$ cat src/rtl/alu.sv
// Six-control ALU: conditionally zero/invert each operand, AND or ADD them, optionally invert the result.
// Define ALU_OUT_REG_EN to register result/zr/ng; the default build is purely combinational.
module alu #(
    parameter int unsigned WIDTH = 16
) (
    input  logic             clk,
    input  logic             rst_n,
    input  logic [WIDTH-1:0] a,
    input  logic [WIDTH-1:0] b,
    input  logic             zx,
    input  logic             nx,
    input  logic             zy,
    input  logic             ny,
    input  logic             f,
    input  logic             no,
    output logic [WIDTH-1:0] result,
    output logic             zr,
    output logic             ng
);

    localparam int unsigned MSB = WIDTH - 1;

    logic [WIDTH-1:0] x1;
    logic [WIDTH-1:0] x2;
    logic [WIDTH-1:0] y1;
    logic [WIDTH-1:0] y2;
    logic [WIDTH-1:0] r;
    logic [WIDTH-1:0] out_c;
    logic             zr_c;
    logic             ng_c;

    // Operand conditioning, function, output inversion; the add carry-out is dropped.
    always_comb begin
        x1    = zx ? '0 : a;
        x2    = nx ? ~x1 : x1;
        y1    = zy ? '0 : b;
        y2    = ny ? ~y1 : y1;
        r     = f ? WIDTH'(x2 + y2) : (x2 & y2);
        out_c = no ? ~r : r;
        zr_c  = (out_c == '0);
        ng_c  = out_c[MSB];
    end

`ifdef ALU_OUT_REG_EN
    // Flags are registered alongside the result so all three always agree.
    always_ff @(posedge clk) begin
        if (!rst_n) begin
            result <= '0;
            zr     <= 1'b1;
            ng     <= 1'b0;
        end else begin
            result <= out_c;
            zr     <= zr_c;
            ng     <= ng_c;
        end
    end
`else
    logic unused_clk_rst;

    assign unused_clk_rst = clk ^ rst_n;
    assign result         = out_c;
    assign zr             = zr_c;
    assign ng             = ng_c;
`endif

endmodule

$ cat config.mk
export PLATFORM = sky130hd
export DESIGN_NAME = alu
export DESIGN_NICKNAME = d
export VERILOG_FILES = /design/src/rtl/alu.sv
export SDC_FILE = /design/constraint.sdc
export NUM_CORES = 1
export LEC_CHECK = 0
export CAP_MARGIN = 40
export CORE_MARGIN = 4
export CORE_UTILIZATION = 45
export DETAILED_ROUTE_END_ITERATION = 8
export PLACE_DENSITY = 0.81
export REMOVE_ABC_BUFFERS = 1
export SETUP_SLACK_MARGIN = 0.5
export SLEW_MARGIN = 20
export SYNTH_ARGS = -nofsm -noshare
export SYNTH_HDL_FRONTEND = slang
export SYNTH_SLANG_ARGS = --single-unit
$ cat constraint.sdc
create_clock -name vclk -period 5.37
set_input_delay 1.074 -clock vclk [all_inputs]
set_output_delay 1.074 -clock vclk [all_outputs]
set_load 0.05 [all_outputs]
Word level (Yosys, flattened, before mapping)
Cells that the tools add are included.
{"block": "word_totals", "reg_bits": 0, "word_cells": 12}
{"block": "op_classes", "addsub": 1, "mux": 6, "n_bitwise": 4, "reduce_logical": 1}
{"cell": "$mux W16", "count": 6}
{"cell": "$not A16 Y16", "count": 3}
{"cell": "$add A16 B16 Y16", "count": 1}
{"cell": "$and A16 B16 Y16", "count": 1}
{"cell": "$logic_not A16 Y1", "count": 1}

Longest topological paths before layout
Gate-level depths: netlist (run 1).
{"block": "depth", "depth_word": 8, "ltp_mapped": 13, "mapped_depth_nobuf": 12}

Worst setup path before layout (run 1)
No wires, ideal clock.
{"block": "synth_timing", "path_type": "in2out", "from": "input port ny", "to": "output port zr", "t_arrival_ps": 5300, "required_time_ps": 4296, "slack_ps": -1004, "path_stages": 12, "path_buffers": 2, "cell_sequence": "clkbuf_1 -> buf_1 -> xnor2_1 -> fa_1 -> a21o_1 -> a211oi_2 -> a311o_2 -> mux2i_1 -> a211oi_2 -> xnor2_1 -> or4_1 -> nor4_2"}
{"block": "synth_via", "elab_chain_len": 6, "word_cells_on_any_way": 7, "classes_between": "add/sub (1); mux (3); bitwise (2); reduce/logical (1)"}
{"element": "start: declaration", "line": "13", "source": "input logic ny,"}
{"element": "$mux W16 (*)", "line": "37", "source": "y2 = ny ? ~y1 : y1;"}
{"element": "$add A16 B16 Y16 or $and A16 B16 Y16 (tied branches)", "line": "38", "source": "r = f ? WIDTH'(x2 + y2) : (x2 & y2);"}
{"element": "$mux W16 (*)", "line": "38"}
{"element": "$not A16 Y16", "line": "39", "source": "out_c = no ? ~r : r;"}
{"element": "$mux W16 (*)", "line": "39"}
{"element": "via result[10]", "line": "16", "source": "output logic [WIDTH-1:0] result,"}
{"element": "$logic_not A16 Y1 (*)", "line": "40", "source": "zr_c = (out_c == '0);"}
{"element": "end: declaration", "line": "17", "source": "output logic zr,"}
The timed path passes the listed nets; every way through them passes the cells marked *.

Final worst setup path (run 1)
{"block": "layout_timing", "from": "input port a[6]", "to": "output port zr"}
{"block": "layout_via", "elab_chain_len": 8, "word_cells_on_any_way": 9, "classes_between": "add/sub (1); mux (4); bitwise (3); reduce/logical (1)"}
{"element": "start: declaration", "line": "8", "source": "input logic [WIDTH-1:0] a,"}
{"element": "$mux W16 (*)", "line": "34", "source": "x1 = zx ? '0 : a;"}
{"element": "$not A16 Y16", "line": "35", "source": "x2 = nx ? ~x1 : x1;"}
{"element": "$mux W16 (*)", "line": "35"}
{"element": "$add A16 B16 Y16 or $and A16 B16 Y16 (tied branches)", "line": "38"}
{"element": "$mux W16 (*)", "line": "38"}
{"element": "$not A16 Y16", "line": "39"}
{"element": "$mux W16 (*)", "line": "39"}
{"element": "$logic_not A16 Y1 (*)", "line": "40"}
Mark *: on every way between the ends. The rest lies on a longest branch, timed or not.

==> impl_results.md, run 1 <==
- Setup slack after layout: -0.00593 ns
- Residual DRC count: 0
- Pwr Total: 0.889 mW
- TNS Setup: -0.00593 ns
- Cells after synthesis: 246
- Area added between synthesis and finish: 81.8%
- Critical Path Most Common Cell: buf_4
- Fin crit share: 100%
- Startpoint Class: input port
- Synth Cell Area: 0.00183 mm²
- First-pass GRT wire length: 9340 µm
- Clock buffers: 0
- # hold bufs at CTS: 0
- Worst Path Max Fanout: 4
- Crit path kind: in2out
- Adder-Cell Fraction of Synth Area: 12.0%
- RePlAce Congestion: approximately 0.96
- # diodes: 0
- # IOs: 58
- Req. time, crit path: between 4 and 5 ns
- Area of the multi-input gates: 0.00195 mm²
- Port buffer count: 56
- Seq/Total Area, Yosys: 0%
- Max Freq: 186 MHz
- Total congestion overflow: 0
- Main combinational cell family by area after synthesis: simple AND/OR/NAND/NOR gates
- CP Capture Type: output port
- Routed WL per cell: 15.7 µm
- Setup crit start: a[6]
- Worst-Margin Slew: slightly above 0.5 ns
- Final antenna-violating net count: 0
- Synth Area in Simple Gates: 28.4%
- Netlist cell types: just under 50
- Worst EP arrival: 4.30 ns
- Most frequent cells in the layout: buf_4 (55), xnor2_1 (42), nand2b_1 (32)
- Die width: 71.8 µm
- End of the critical path: zr
- Layout fillers: 203
- Commonest non-fill, non-tap cell in the layout: buf_4
- Detailed Route Iter0 Violations: ~140
- Layout cells sized above 1: 37.7%
- Die height: 71.8 µm
- Nets: 414
- Die ar.: between 0.005 and 0.006 mm²
- GRT Total Usage: between 20% and 30%
- WHS: around 3.1 ns
- Post-synthesis mux area share: under 10%
- Lkg Pwr: 1.47 nW
- Core area: 0.00380 mm²
- Dpl hpwl: about 4300 µm
- FF+latch count: 0
- Slowest CP cell: clkdlybuf4s50_1
- Unrepaired setup endpoints after global routing: true
- Syn Area/Cell: about 7.4 µm²
- Cell Chain, Critical Path: clkdlybuf4s50_1, nand2b_1, xnor2_1, ha_1, a21oi_1, buf_4, a311o_2, buf_4, a2111oi_4, a211oi_2, a311oi_1, mux2i_1, nor4_4, buf_12
- Pwr/cell area: 267 mW/mm²
- Maxcap violations: 0
- Slew headroom: 66.4%
- Warnings from Yosys: 0
- Final setup viols: 1
- Reg area: 0 µm²
- Number of global-route vias before repair: around 2,100
- Final Hold Vio Count: 0
- Max IR drop VDD: 0.121 mV
- Initial antenna violation count: 0
- Status: finished with violations
- Rows: 22
- Worst path max stage delay: 0.46 ns
- Complex-gate fraction of the synthesized area: 23.3%
- Initial core utilization: 48.2%
- XOR/XNOR Fraction of Synth Area: 24.9%
- Min Tclk post-route: 5.38 ns
- Largest net degree at the start of global routing: 19
- Failing checks: setup timing
- Detailed Route WL: 6320 µm
- Max Slew Vio Count: 0
- Drt pass-1 iters: 4
- Vias post-DR: approximately 2,300
- Worst min-delay path class: in2out
- Via density: 5.59
[synth_stat cells (2+ instances only)]
master,count,area [µm²]
a211o_1,2,17.5
a211oi_1,4,30.0
a211oi_2,2,25.0
a21o_1,6,45.0
a21oi_1,9,45.0
a31oi_1,5,31.3
and2_1,5,31.3
and3_1,3,18.8
buf_1,3,11.3
buf_2,2,10.0
buf_4,2,15.0
clkbuf_1,6,22.5
ha_1,16,200
inv_1,8,30.0
mux2i_1,8,80.1
nand2_1,10,37.5
nand2b_1,36,225
nand3_1,6,30.0
nand3b_1,2,15.0
nand4_1,3,18.8
nor2_1,9,33.8
nor2b_1,3,18.8
nor3_1,2,10.0
nor3b_1,2,15.0
nor4_1,2,12.5
o211ai_1,6,45.0
o21a_1,2,15.0
o21ai_0,7,35.0
o2bb2ai_1,3,26.3
or4_1,2,15.0
xnor2_1,52,455
[routing by layer]
layer / up-vias / track usage [%] / wire (µm)
met1: 1029 / 27.2 / 2520
met2: 113 / 40.1 / 3260
met3: 18 / 1.12 / 412
li1: 1093 / - / -
met5: - / 0 / 0
met4: 0 / 2.92 / 125
[logic make-up (layout without fill, tap and decap cells)]
group                    count (synthesis)  after routing
adder cells (fa/ha/maj)                 17             17
multiplexers                            10             10
AO/OA/AOI/OAI                           55             55
XOR/XNOR                                52             52
buffers and inverters                   23            132
AND/OR/NAND/NOR                         89             89
[power by group]
| group | internal [mW] | switching (mW) | leakage [nW] |
|---|---|---|---|
| sequential | 0 | 0 | 0 |
| combinational | 0.454 | 0.435 | 1.47 |
| clock | 0 | 0 | 0 |
[worst min-delay path by stage]
| stage | start | end | slack, ns | cells after the start |
|---|---|---|---|---|
| 6_report | no | result[4] | 3.14 | 4 |
| 5_1_grt | no | result[14] | 3.17 | 4 |
| 4_1_cts | no | result[4] | 3.11 | 4 |
| 3_5_place_dp | no | result[4] | 3.11 | 4 |
| 3_3_place_gp | no | result[4] | 3.09 | 4 |
| 2_1_floorplan | no | result[0] | 2.45 | 1 |
[worst max-delay path: cells and delay by family]
| family | cells | cell delay (ns) |
|---|---|---|
| AOI/OAI and AO/OA | 5 | 1.24 |
| muxes | 1 | 0.16 |
| buffers and inverters | 4 | 0.98 |
| xor gates and xnor gates | 1 | 0.18 |
| adders and majority gates | 1 | 0.32 |
| and+or+nand+nor | 2 | 0.36 |
[area by class of cell]
type	instances	share of cell area (%)
tap	48	1.80
multi-input combinational	223	58.4
inverter	9	1.09
timing repair buffer	123	38.7
[timing repair]
action,4_1_cts,5_1_grt
gates cloned,0,0
buffers inserted,10,5
pin swaps,17,34
endpoints found under the setup margin,14,8
gates resized for setup,54,36
[metrics by stage]
step	setup slack, ns	util (%)	std cells	cell area (µm²)
floorplan	-0.634	-	232	1760
global placement	-0.341	77.8	388	2960
detailed placement	-0.435	77.8	388	2960
CTS	0.00505	82.5	398	3140
global route	-0.158	87.6	403	3330
finish	-0.00593	87.6	403	3330
No activity file was read; power rests on OpenSTA's default activity.
==> run 2, diff against run 1 <==
Settings changed: GPL_ROUTABILITY_DRIVEN set to 0.
==> impl_results.md, run 2 (same netlist as run 1, synthesis figures left out) <==
- Status: finished with violations
- Die width: between 70 and 80 µm
- Final antenna-violating net count: 0
- Clock buffers: 0
- Dpl hpwl: between 4000 and 5000 µm
- Die ar.: 0.00516 mm²
- Vias post-DR: 2,873
- Setup slack after layout: -0.307 ns
- Max Freq: 176 MHz
- Max IR drop VDD: 0.135 mV
- Placed cell area: 0.00295 mm²
- CP Capture Type: output port
- # diodes: 0
- Hold endpoint: result[14]
- Final Hold Vio Count: 0
- Failing checks: setup timing
- Initial core utilization: 48.2%
- Hold_sp: no
- Via density: roughly 7.1
- Detailed Route Iter0 Violations: 411
- Slew headroom: 66.8%
- Unrepaired setup endpoints after global routing: true
- FF+latch count: 0
- Most frequent cells in the layout: buf_4 (49), xnor2_1 (32), nand2b_1 (27)
- Startpoint Class: input port
- Rows: 22
- GRT Total Usage: 24.3%
- Fin crit share: 106%
- Detailed Route WL: 11,200 µm
- Worst Path Max Fanout: 3
- Final setup viols: 1
- Area added between synthesis and finish: 102%
- Core area: 0.00380 mm²
- # IOs: 58
- Number of global-route vias before repair: around 2,400
- Crit path kind: in2out
- Maxcap violations: 0
- Residual DRC count: 0
- TNS Setup: -0.307 ns
- Initial antenna violation count: 0
- Pwr/cell area: around 290 mW/mm²
- Worst min-delay path class: in2out
- Nets: 415
- Max Slew Vio Count: 0
- Port buffer count: 56
- # hold bufs at CTS: 0
- Design area: 0.00370 mm²
- Die height: 71.8 µm
- Drt pass-1 iters: 7
- Reg area: 0 µm²
- First-pass GRT wire length: approximately 10,000 µm
- Largest net degree at the start of global routing: 21
- Commonest non-fill, non-tap cell in the layout: buf_4
- Layout cells sized above 1: a little under half
- Req. time, crit path: 4.30 ns
- Lkg Pwr: 1.57 nW
- Cell depth of the worst hold path: 4
- Worst-Margin Slew: 0.492 ns
- Worst EP arrival: 4.60 ns
- Total congestion overflow: 0
- Min Tclk post-route: 5.68 ns
- Routed WL per cell: 27.8 µm
run 2: what timing repair did:
item | 4_1_cts | 5_1_grt
endpoints found under the setup margin | 14 | 9
setup buffers | 5 | 13
endpoints found under the hold margin | 0 | 0
pin swaps | 27 | 46
resized for setup | 65 | 79
run 2: power breakdown:
part,total (mW),switching (mW),internal (mW)
Clock,0,0,0
Sequential,0,0,0
Combinational,1.06,0.556,0.504
run 2: worst max-delay path by stage:
stage	depth (start not counted)	slack, ns	startpoint	endpoint
final	15	-0.31	zx	zr
after global routing	13	-0.39	b[7]	zr
after CTS	14	-0.05	zy	zr
after detailed placement	14	-0.48	zy	zr
after global placement	14	-0.34	zy	zr
after floorplan	11	-0.63	zx	zr
run 2: cell type report:
class                      instances  area, µm²
inverter                           9       33.8
fill                              58       98.8
timing repair buffer             124       1320
multi-input combinational        223       2290
tap                               48       60.1
run 2: per-layer routing:
metal,global-route usage [%],vias to the layer above,share of wire [%]
met5,0,-,0
met4,9.19,0,12
met3,3.23,152,12
met2,45.4,338,44
met1,27.6,1285,32
li1,-,1098,-
run 2: critical path: stages:
cell and delay, ns:
buf_8 0.10, nand2b_4 0.14, xnor2_2 0.15, ha_2 0.22, fa_2 0.37, a21o_1 0.22
buf_6 0.13, a211oi_2 0.28, a311o_2 0.30, mux2i_2 0.33, a211oi_2 0.11, xnor2_1 0.19
or4_4 0.59, nor4_4 0.20, buf_12 0.18
run 2: metrics by stage:
step / setup slack, ns / hold slack (ns) / utilization, % / power [mW] / std cells
2_1_floorplan: -0.634 / 2.45 / - / 0.412 / 232
3_3_place_gp: -0.336 / 3.10 / 77.7 / 0.752 / 386
3_5_place_dp: -0.482 / 3.10 / 77.7 / 0.772 / 386
4_1_cts: -0.0482 / 3.11 / 83.5 / 0.822 / 391
5_1_grt: -0.385 / 3.20 / 97.4 / 1.08 / 404
6_report: -0.307 / 3.19 / 97.4 / 1.06 / 404
